==> src/rtl/counter_298a_driver.sv <==
// rtl/counter_298a_driver.sv - bounce-sequence initiator and read-back checker for counter_298A
// Optional CNT_DRV_MISMATCH_HALT_EN: abort the run on the first read-back mismatch.
module counter_298a_driver #(
  parameter int W       = 8,
  parameter int BOUNCES = 2
) (
  input  logic         clk,
  input  logic         rst,
  input  logic         start,
  input  logic         stop,
  input  logic [W-1:0] lo,
  input  logic [W-1:0] hi,
  input  logic [W-1:0] y_in,
  output logic         en_o,
  output logic         load_o,
  output logic         up_o,
  output logic         oe_o,
  output logic [W-1:0] d_o,
  output logic         busy,
  output logic         done,
  output logic         cfg_err,
  output logic         mismatch,
  output logic [7:0]   err_cnt
);

  localparam int         BN_I = (BOUNCES < 1) ? 1 : BOUNCES;
  localparam logic [7:0] BN   = BN_I[7:0];

  typedef enum logic [2:0] {S_IDLE, S_LOAD, S_UP, S_DN, S_DONE} state_t;

  state_t       state_q, state_d;
  logic [W-1:0] lo_q, lo_d, hi_q, hi_d, m_q, m_d;
  logic [7:0]   bounce_q, bounce_d, err_cnt_q, err_cnt_d;
  logic         chk_vld_q, chk_vld_d, cfg_err_q, cfg_err_d, mismatch_q, mismatch_d;

  logic [W-1:0] m_inc, m_dec;
  logic [7:0]   bounce_inc;
  logic         bad;

  assign m_inc      = m_q + W'(1);
  assign m_dec      = m_q - W'(1);
  assign bounce_inc = bounce_q + 8'd1;
  // m_q is the counter value expected on y_in during this cycle.
  assign bad        = chk_vld_q && (y_in != m_q);

  always_comb begin
    state_d    = state_q;
    lo_d       = lo_q;
    hi_d       = hi_q;
    m_d        = m_q;
    bounce_d   = bounce_q;
    chk_vld_d  = chk_vld_q;
    cfg_err_d  = 1'b0;
    mismatch_d = mismatch_q;
    err_cnt_d  = err_cnt_q;

    if (bad) begin
      mismatch_d = 1'b1;
      err_cnt_d  = (err_cnt_q == 8'hFF) ? err_cnt_q : err_cnt_q + 8'd1;
    end

    case (state_q)
      S_IDLE: begin
        if (start && !stop) begin
          if (lo < hi) begin
            state_d    = S_LOAD;
            lo_d       = lo;
            hi_d       = hi;
            bounce_d   = 8'd0;
            mismatch_d = 1'b0;
            err_cnt_d  = 8'd0;
          end else begin
            cfg_err_d = 1'b1;
          end
        end
      end
      S_LOAD: begin
        m_d       = lo_q;
        chk_vld_d = 1'b1;
        state_d   = S_UP;
      end
      S_UP: begin
        m_d = m_inc;
        if (m_inc == hi_q) state_d = S_DN;
      end
      S_DN: begin
        m_d = m_dec;
        if (m_dec == lo_q) begin
          bounce_d = bounce_inc;
          state_d  = (bounce_inc == BN) ? S_DONE : S_UP;
        end
      end
      S_DONE:  state_d = S_IDLE;
      default: state_d = S_IDLE;
    endcase

`ifdef CNT_DRV_MISMATCH_HALT_EN
    if (bad) state_d = S_IDLE;
`else
`endif
    if (stop) state_d = S_IDLE;
    if (state_d == S_IDLE) chk_vld_d = 1'b0;
  end

  always_ff @(posedge clk) begin
    if (rst) begin
      state_q    <= S_IDLE;
      lo_q       <= '0;
      hi_q       <= '0;
      m_q        <= '0;
      bounce_q   <= 8'd0;
      chk_vld_q  <= 1'b0;
      cfg_err_q  <= 1'b0;
      mismatch_q <= 1'b0;
      err_cnt_q  <= 8'd0;
    end else begin
      state_q    <= state_d;
      lo_q       <= lo_d;
      hi_q       <= hi_d;
      m_q        <= m_d;
      bounce_q   <= bounce_d;
      chk_vld_q  <= chk_vld_d;
      cfg_err_q  <= cfg_err_d;
      mismatch_q <= mismatch_d;
      err_cnt_q  <= err_cnt_d;
    end
  end

  always_comb begin
    en_o   = (state_q == S_LOAD) || (state_q == S_UP) || (state_q == S_DN);
    load_o = (state_q == S_LOAD);
    up_o   = (state_q != S_DN);
    oe_o   = (state_q != S_IDLE);
    d_o    = (state_q == S_LOAD) ? lo_q : '0;
    busy   = (state_q != S_IDLE);
    done   = (state_q == S_DONE);
  end

  assign cfg_err  = cfg_err_q;
  assign mismatch = mismatch_q;
  assign err_cnt  = err_cnt_q;

endmodule

==> config.mk <==
export PLATFORM = sky130hd
export DESIGN_NAME = counter_298a_driver
export DESIGN_NICKNAME = d
export VERILOG_FILES = /design/src/rtl/counter_298a_driver.sv
export SDC_FILE = /design/constraint.sdc
export NUM_CORES = 1
export LEC_CHECK = 0
export BUFFER_PORTS_ARGS = -buffer_cell sky130_fd_sc_hd__buf_2
export CAP_MARGIN = 20
export CELL_PAD_IN_SITES_DETAIL_PLACEMENT = 1
export CELL_PAD_IN_SITES_GLOBAL_PLACEMENT = 1
export CORE_MARGIN = 2
export CORE_UTILIZATION = 41
export CTS_CLUSTER_DIAMETER = 80
export DETAILED_ROUTE_END_ITERATION = 8
export PLACE_DENSITY = 0.78
export RECOVER_POWER = 50
export SYNTH_ARGS = -nofsm -noshare
export SYNTH_HDL_FRONTEND = slang
export SYNTH_SLANG_ARGS = --single-unit
==> constraint.sdc <==
create_clock -name clk -period 3.2 [get_ports clk]
set_input_delay 0 -clock clk [delete_from_list [all_inputs] [get_ports clk]]
set_output_delay 0 -clock clk [all_outputs]
set_load 0.01 [all_outputs]
* After elaboration in Yosys (flattened, before gate mapping)
Index checks and enable logic that the tools add are counted.
** Word-level totals
- Register bits after elaboration :: 46
- Bits in latches :: 0
- Bits in writable memories :: 0
- Memory bits (read-only) :: 0
- Input bits :: 28
- Logic and storage cells :: 66
- Memories kept :: 0
** Cells by class
- Add/sub/neg operators :: 4
- Multipliers :: 0
- Divide/modulo/power cells :: 0
- Order comparisons :: 1
- Equality and inequality tests :: 13
- Shift operators :: 0
- Muxes and demuxes :: 23
- Bitwise gates (word level) :: 2
- Reductions and logical operators :: 14
** Operator list (number)
- two-way mux 8 bit :: 9
- adder 8 x 1 -> 8 bit, second input constant :: 3
- case mux 8 bit (3 select lines) :: 1
- two-way mux 3 bit :: 6
- equality test 8 bit :: 2
- case mux 8 bit (2 select lines) :: 1
- case mux 3 bit (4 select lines) :: 1
- equality test 8 x 2 -> 1 bit, second input constant :: 1
- equality test 8 bit, second input constant :: 1
- less-than comparator 8 bit :: 1
- inequality test 8 bit :: 1
- subtractor 8 x 1 -> 8 bit, second input constant :: 1
- equality test 3 x 2 -> 1 bit, second input constant :: 2
- logical NOT 3 bit :: 2
- inequality test 2 bit, second input constant :: 3
- nonzero test 3 bit :: 2
- two-way mux 1 bit :: 5
- AND reduction 4 bit :: 1
- equality test 3 x 1 -> 1 bit, second input constant :: 1
- equality test 3 bit, second input constant :: 1
- inequality test 3 x 2 -> 1 bit, second input constant :: 1
- AND reduction 3 bit :: 1
- OR reduction 3 bit :: 1
- logical AND 1 bit :: 2
- other kinds (5) :: 7

* Depth between registers and ports, before layout
Gate-level depths: netlist of run 1.
- Depth after elaboration :: 8
- Mapped depth :: 10

* Worst setup path before layout of run 1
No wires, ideal clock.
- Path type :: reg-to-reg
- Start :: register m_q[0]
- End :: register bounce_q[5]
- Data arrival time :: 2.422 ns
- Path slack :: 0.719 ns
- Stages on the path, launching flop included :: 10
- Clock period less this slack :: 2.481 ns
- Path through :: dfxtp_1 > buf_4 > inv_1 > ha_1 > nand2b_1 > and3_1 > o31a_1 > or4_4 > or4b_1 > nand2_1
** On the way
- Longest elaborated chain between the ends :: 4
** Ends and longest elaborated chain
- start, declared :: line 32 : logic [W-1:0] lo_q, lo_d, hi_q, hi_d, m_q, m_d;
- start signal, assigned :: line 120 : m_q <= m_d;
- subtractor 8 x 1 -> 8 bit :: line 41 : assign m_dec = m_q - W'(1);
- equality test 8 bit :: line 88 : if (m_dec == lo_q) begin
- inequality test 2 bit (no line)
- AND reduction 4 bit (no line)
- end signal, assigned :: line 121 : bounce_q <= bounce_d;
- end, declared :: line 33 : logic [7:0] bounce_q, bounce_d, err_cnt_q, err_cnt_d;
No other way between the ends.
A chain may end at the register's enable or synchronous reset.

* Worst setup path after layout of run 1
Ends and elaborated chain as after synthesis.

==> results.txt, run 1 <==
The routed design has 8750 um of wire. TritonCTS built the clock tree. The fraction of layout instances using a drive strength above 1 is 0.116. Among all flip-flop cells after synthesis, the most frequent one is sky130_fd_sc_hd__dfxtp_1.

The routed wire length per instance is 16.0 um. The number of max-capacitance violations reported is 0. In the routed design, unresolved DRC markers number 0. In the finished design, the share of the clock period the worst path needs comes to 0.872. The routed layout has 2975 vias. sky130_fd_sc_hd__dfxtp_1 takes more of the synthesized area than any other cell.

The tree is rooted in a sky130_fd_sc_hd__clkbuf_8. The number of buffers added by the clock tree synthesis step came out at 5. Detailed placement ended at an HPWL of 6450 um. For this run, the top clock speed supported by timing is 358 MHz. The core region area is 7210 um2. The die is 90.1 um tall. The worst clock skew came out at 9.26 ps. The final estimated routing congestion in global placement came out at 0.884. The area share of the leading cell type in the synthesized netlist is 0.303. The transition time of the tightest slew-check pin is 769 ps. The endpoint required time on the critical path came out at 3450 ps.

Setup violations remaining at the end of the flow were counted as 0. The later pin in the worst-skew pair is clocked with a latency of 310 ps. The number of failing hold endpoints at the final stage is 0. In the global route stage, overall resource usage came out at 0.220. The residual antenna-violating net count after detailed routing came out at 0.

The signal on the critical path passes through inv_1, ha_1, nor3b_1, a21oi_1, nand4b_1, or4_4, or4b_1, nand2_1. The wire length of the first global-routing pass is 14700 um. The largest fanout on the critical path came out at 15. The initialized floorplan defines 31 standard-cell rows. The number of H-tree levels came out at 2.

The post-cts sizing count is 0. Setup repair after global routing left no endpoint under its margin. The final period demand of the worst path is 2790 ps.

Dividing the detail-routed via count by the number of cells gives 5.43. The relative max-transition margin is 0.487. The layout-stage area growth over the synthesis result came out at 18.7%. The sum of negative setup slack is 0 ps. The initial cell density of the core came out at 0.421. The overflow left after global routing came out at 0. The setup path with the least slack is of type reg2reg. The critical path arrival came out at 3040 ps.

The number of detailed-routing iterations run before antenna repair is 4. The worst supply voltage drop on vdd came out at 0.159 mV. The share of the yosys chip area belonging to registers is 0.303. The delay of the slowest critical-path stage came out at 610 ps. The total of warnings raised by yosys came out at 0. In the final design database the tool counted 488 nets. The power per unit of standard cell area came out at 353 nW/um2.

In this run the static leakage power is 0.00141 uW. The number of library cell types mapped by synthesis is 49. Grouping stages by cell kind, the critical path spends the most delay in simple AND/OR/NAND/NOR gates. The number of port buffers came out at 51.

The overall die area is 8110 um2. The initial antenna violation count is 0. The cell area after synthesis came out at 3040 um2. The post-synthesis cell count is 387. The buffers plus inverters on the worst setup path came out at 1.

The count of boundary I/O pins came out at 52. The number of max-slew violations in the final report came to 0. The width of the die is 90.1 um. No sink is reached through more buffers than the 2 on the longest clock path.

STA classifies the critical path startpoint as a flip-flop. Entering global routing, the biggest net connects 41 pins. The number of global-route vias before repair is 2937. The flow ran to the end, and the final reports show no timing, DRC or antenna violations. Clock tree synthesis found a total of 46 sinks. The synthesized design contains 0 enable-type register cells.

The average instance area after synthesis is 7.85 um2. In the post-synthesis netlist, the biggest area contributors are sky130_fd_sc_hd__dfxtp_1, sky130_fd_sc_hd__xnor2_1, sky130_fd_sc_hd__nor2_1. The number of violations reported at the end of detailed-routing iteration 0 is 160.

Among all stages on the critical path, the largest delay is contributed by sky130_fd_sc_hd__or4_4. 0 antenna diodes ended up in the layout. The post-synthesis register bit count is 46. The synthesized netlist net count came out at 427. The path type of the worst min-delay path is in2reg.

The async set-or-reset flop fraction in the synthesized netlist came out at 0. The total power consumption of the routed design came out at 1270 uW. The clock slew seen by the registers of the worst setup and hold paths is 100 ps.

STA classifies the critical path endpoint as a flip-flop.
==> power by group <==
part | internal (uW) | leakage [uW] | switching [uW]
clock | 235 | 0.0000585 | 224
sequential | 587 | 0.000372 | 27.5
combinational | 95.3 | 0.000977 | 105
==> sequential cells by signal (all words and copies together) (netlist names) <==
register / cells
lo_q: 8
state_q: 3
m_q: 8
cfg_err: 1
mismatch: 1
err_cnt: 8
chk_vld_q: 1
bounce_q: 8
hi_q: 8
==> worst reg2reg max path, delay by kind of cell (launching register included) <==
| family | cells | cell delay (ps) |
|---|---|---|
| and+or+nand+nor | 5 | 1900 |
| DFF | 1 | 390 |
| adders and majority gates | 1 | 210 |
| AOI/OAI and AO/OA | 1 | 120 |
| buffers and inverters | 1 | 110 |
==> per-stage QoR <==
stage                     std cells  instance area [um2]   util  worst slack [ps]  hold WS (ps)
final                           548                 3610  0.500               410           240
after global routing            548                 3610  0.500               263           241
after CTS                       548                 3640  0.505               430           236
after detailed placement        523                 3360  0.466               464           261
after global placement          523                 3360  0.466               559           251
after floorplan                 387                 3040      -               719           144
==> cells in the final DEF (no fill, tap or decap), types with 3 or more instances in the layout <==
cell / instances
sky130_fd_sc_hd__xor2_1: 5
sky130_fd_sc_hd__buf_4: 4
sky130_fd_sc_hd__nand4_1: 7
sky130_fd_sc_hd__inv_1: 18
sky130_fd_sc_hd__nand3_1: 19
sky130_fd_sc_hd__buf_2: 34
sky130_fd_sc_hd__nor2_1: 53
sky130_fd_sc_hd__xnor2_1: 35
sky130_fd_sc_hd__or3_1: 3
sky130_fd_sc_hd__dlygate4sd3_1: 17
sky130_fd_sc_hd__dfxtp_1: 46
sky130_fd_sc_hd__o21ai_0: 15
sky130_fd_sc_hd__or4_1: 3
sky130_fd_sc_hd__and2_0: 7
sky130_fd_sc_hd__clkbuf_8: 5
sky130_fd_sc_hd__a21oi_1: 23
sky130_fd_sc_hd__nor2b_1: 6
sky130_fd_sc_hd__or2_2: 3
sky130_fd_sc_hd__nor3b_1: 6
sky130_fd_sc_hd__a211oi_1: 5
sky130_fd_sc_hd__nor3_1: 18
sky130_fd_sc_hd__a22oi_1: 4
sky130_fd_sc_hd__and3_1: 6
sky130_fd_sc_hd__clkbuf_1: 20
sky130_fd_sc_hd__nand2_1: 19
sky130_fd_sc_hd__mux2i_1: 16
sky130_fd_sc_hd__nand2b_1: 7
sky130_fd_sc_hd__ha_1: 12
==> layer usage <==
metal  part of all wire  wire (um)  global-route usage
met1               0.46       4050               0.292
met2               0.48       4210               0.373
met3              0.038        331              0.0285
met4              0.019        164              0.0679
met5                  0          0                   0
==> synthesized netlist by cell type (7+ instances only) <==
master                     instances
sky130_fd_sc_hd__o21ai_0          15
sky130_fd_sc_hd__nand2b_1          7
sky130_fd_sc_hd__and2_1            9
sky130_fd_sc_hd__ha_1             12
sky130_fd_sc_hd__buf_2             7
sky130_fd_sc_hd__inv_1            18
sky130_fd_sc_hd__nand4_1           7
sky130_fd_sc_hd__dfxtp_1          46
sky130_fd_sc_hd__mux2i_1          16
sky130_fd_sc_hd__nor3_1           18
sky130_fd_sc_hd__a21oi_1          23
sky130_fd_sc_hd__nor2_1           53
sky130_fd_sc_hd__clkbuf_1         10
sky130_fd_sc_hd__nand3_1          19
sky130_fd_sc_hd__nand2_1          18
sky130_fd_sc_hd__xnor2_1          35
==> worst paths after layout <==
| path | startpoint | end | slack (ps) | cells after the start |
|---|---|---|---|---|
| max | m_q[0] | bounce_q[5] | 410 | 8 |
| min | start | cfg_err | 240 | 4 |
| max reg2reg | m_q[0] | bounce_q[5] | 410 | 8 |
| min reg2reg | mismatch | mismatch | 470 | 2 |
==> layout make-up <==
class                   instances  area [um2]
fillers                       960        3610
multi-input cells             302        1940
flip-flops and latches         46         921
repair buffers                 75         445
well taps                      99         124
clock buffers                   5        68.8
inverters                      18        67.6
clock inverters                 3        43.8
==> cell families (layout without fill, tap and decap cells) <==
logic type               Yosys count  count (layout)  synth area share
buffers and inverters             39             101            0.0573
multiplexers                      16              16            0.0527
AND/OR/NAND/NOR                  171             171             0.292
flip-flops                        46              46             0.303
XOR/XNOR                          40              40             0.115
adder cells (fa/ha/maj)           12              12            0.0494
AO/OA/AOI/OAI                     63              63             0.130
==> timing repair <==
item / in CTS / in global routing
endpoints found under the hold margin: 17 / 0
hold buffers: 17 / 0
setup buffers: 0 / 0
Power figures use the tool's default switching activity.
==> run 2, diff against run 1 <==
MAX_ROUTING_LAYER = met4   (was default)
==> run 2 against run 1 <==
Effect of this change: first-iteration DRC count is 24% lower; maximum frequency is 1.5% lower; cell count is 0.18% lower; sequential share of layout area is 0.11 points higher; sequential power hardly changed; non-clock buffer count is 1 lower; utilization is 0.21 points lower; critical path type unchanged; hold slack worse by 230 ps; clock-buffer cell count is 2 higher.
==> results.txt, run 2 (synthesis gave the netlist of run 1 again) <==
The number of global-route vias before repair came out at 2924 (-0.44%). The relative max-transition margin came out at 0.522 (+0.0351). The critical path arrival is 3090 ps (+50 ps). The top cell types in the final layout, fill and taps aside, are sky130_fd_sc_hd__nor2_1, sky130_fd_sc_hd__dfxtp_1, sky130_fd_sc_hd__xnor2_1, sky130_fd_sc_hd__buf_2, sky130_fd_sc_hd__a21oi_1. The worst setup path is of the reg2reg kind. The type of element launching the critical path is a flip-flop. The initial cell density of the core was 0.421 (unchanged). The number of failing hold endpoints at the final stage came out at 0 (unchanged). The signal on the critical path passes through inv_1, ha_1, nor3b_1, a21oi_1, nand4b_1, or4_4, or4b_1, nand2_1. The final period utilization was 0.885 (+0.0131). The routed wire length per instance is 16.1 um (+0.58%). The site row count came to 31 (unchanged). The initial antenna violation count came out at 0 (unchanged). The worst supply voltage drop on vdd was 0.173 mV (+8.6%). The number of detailed-routing iterations run before antenna repair is 4 (unchanged). The wire length of the first global-routing pass came out at 14800 um (+0.14%). The number of H-tree levels came to 2 (unchanged).

The number of max-slew violations in the final report is 0 (unchanged). The largest fanout on the critical path came out at 15 (unchanged). The timing-limited maximum frequency is 353 MHz (-1.5%). The post-cts sizing count came to 0 (unchanged). TritonCTS built the clock tree. The residual antenna-violating net count after detailed routing is 0 (unchanged). The transition time of the tightest slew-check pin was 716 ps (-52.7 ps). The worst clock skew came to 4.90 ps (-4.37 ps). The number of buffers added by the clock tree synthesis step is 5 (unchanged). The final setup violation count is 0 (unchanged). The width of the die came out at 90.1 um (unchanged). The cell sitting at the root of the clock tree is a sky130_fd_sc_hd__clkbuf_8. The launch point of the critical path is m_q[1]. The core region area is 7210 um2 (unchanged).

The number of violations reported at the end of detailed-routing iteration 0 came out at 122 (-24%). The number of cells in the finished layout apart from fillers is 547 (-0.18%). The chip height came out at 90.1 um (unchanged).

The final-stage net count is 487 (-0.20%). The clock latency on the worst-skew pair is 300 ps (about the same). The largest buffer count on any clock path is 2 (unchanged). The count of inserted antenna diode cells is 0 (unchanged). The power per unit of standard cell area is 342 nW/um2 (-3.3%). The half-perimeter wire length after placement is 6340 um (-1.6%). The total via count after detailed routing was 2978 (+0.10%).

The number of port buffers is 51 (unchanged). The launching point of the worst reg2reg path is m_q[1]. The fraction of layout instances using a drive strength above 1 is 0.116 (+0.000259).

The clock slew seen by the registers of the worst setup and hold paths came out at 90 ps (about the same). The flow ran to the end, and the final reports show no timing, DRC or antenna violations. The pin count of the biggest net entering global routing was 41 (unchanged). The slowest stage of the critical path is the sky130_fd_sc_hd__or4_4 cell. The sum of negative setup slack came out at 0 ps (unchanged).

The number of clock sinks came out at 46 (unchanged). The startpoint identified for the worst hold timing path is stop. The total routing usage reported by global routing is 0.229 (+0.00850). The ratio of routed vias to standard cells came out at 5.44 (+0.28%). The delay of the slowest critical-path stage came out at 610 ps (about the same).

The path class of the tightest hold or removal check is in2reg. The type of element capturing the critical path is a flip-flop. The overflow left after global routing was 0 (unchanged).

The DRC violations left came out at 0 (unchanged). The count of boundary I/O pins is 52 (unchanged). Relative to the synthesized area, the layout overhead comes to 18.3%. The standby leakage power is 0.00140 uW (-0.30%). The endpoint required time on the critical path is 3450 ps (about the same). The overall die area is 8110 um2 (unchanged). Leaving out fill and tap cells, the most frequent cell in the layout is sky130_fd_sc_hd__nor2_1. The final wirelength is 8790 um (+0.40%). The final estimated routing congestion in global placement was 0.873 (-1.3%). The number of max-capacitance violations reported came out at 0 (unchanged). The instance count after placement with tap cells included came out at 523 (unchanged). Setup repair after global routing left no endpoint under its margin. The final period demand of the worst path was 2830 ps (+42.0 ps).
## run 2: cell types whose count changed in the layout (fill, tap and decap cells not counted)
cell,before,now
sky130_fd_sc_hd__dlygate4sd3_1,17,16
sky130_fd_sc_hd__buf_4,4,5
sky130_fd_sc_hd__clkinv_2,1,0
sky130_fd_sc_hd__bufinv_16,1,0
sky130_fd_sc_hd__and2_1,2,3
sky130_fd_sc_hd__inv_6,1,0
sky130_fd_sc_hd__clkinv_4,0,1
sky130_fd_sc_hd__buf_2,34,33
sky130_fd_sc_hd__clkbuf_8,5,7
sky130_fd_sc_hd__and2_0,7,6
## run 2: where the power goes
group          internal (uW)  total (uW)  switching (uW)
registers                587         614            27.8
logic                   94.8         201             106
clock network            198         411             213
## run 2: cell type report
type                            instances  area (um2)
Fill cell                             919        3620
Clock inverter                          1        8.76
Tap cell                               99         124
Timing Repair Buffer                   74         438
Inverter                               18        67.6
Multi-Input combinational cell        302        1940
Clock buffer                            7        96.3
Sequential cell                        46         921
## run 2: path summary, 6_finish.rpt
path	to	slack, ps	depth (start not counted)
worst max register to register	bounce_q[5]	370	8
worst min register to register	mismatch	480	2
worst min-delay path	state_q[0]	10	3
worst max-delay path	bounce_q[5]	370	8
## run 2: per-layer routing
layer  global-route usage  routed length [um]
met1                0.295                4190
met2                0.367                4140
met3               0.0411                 298
met4               0.0705                 156
met5                    -                   0
## run 2: repair_timing
item	in CTS	in global routing
buffers inserted	0	0
hold endpoints to repair	16	0
hold buffers	16	0
## run 2: worst max-delay path: cells and delay by family (launching register included)
kind	cells	cell delay [ps]
AND/OR/NAND/NOR	5	1920
flip-flops	1	420
adder cells (fa/ha/maj)	1	210
AO/OA/AOI/OAI	1	140
buffers and inverters	1	100
## run 2: stage by stage
step                utilization  setup slack [ps]  area, um2  power (uW)  hold WS, ps
CTS                       0.503               372       3630        1250         1.15
floorplan                     -               719       3040         752          144
global placement          0.466               555       3360         809          250
global route              0.498               149       3590        1290         11.1
detailed placement        0.466               416       3360         815          261
finish                    0.498               368       3590        1230         11.8
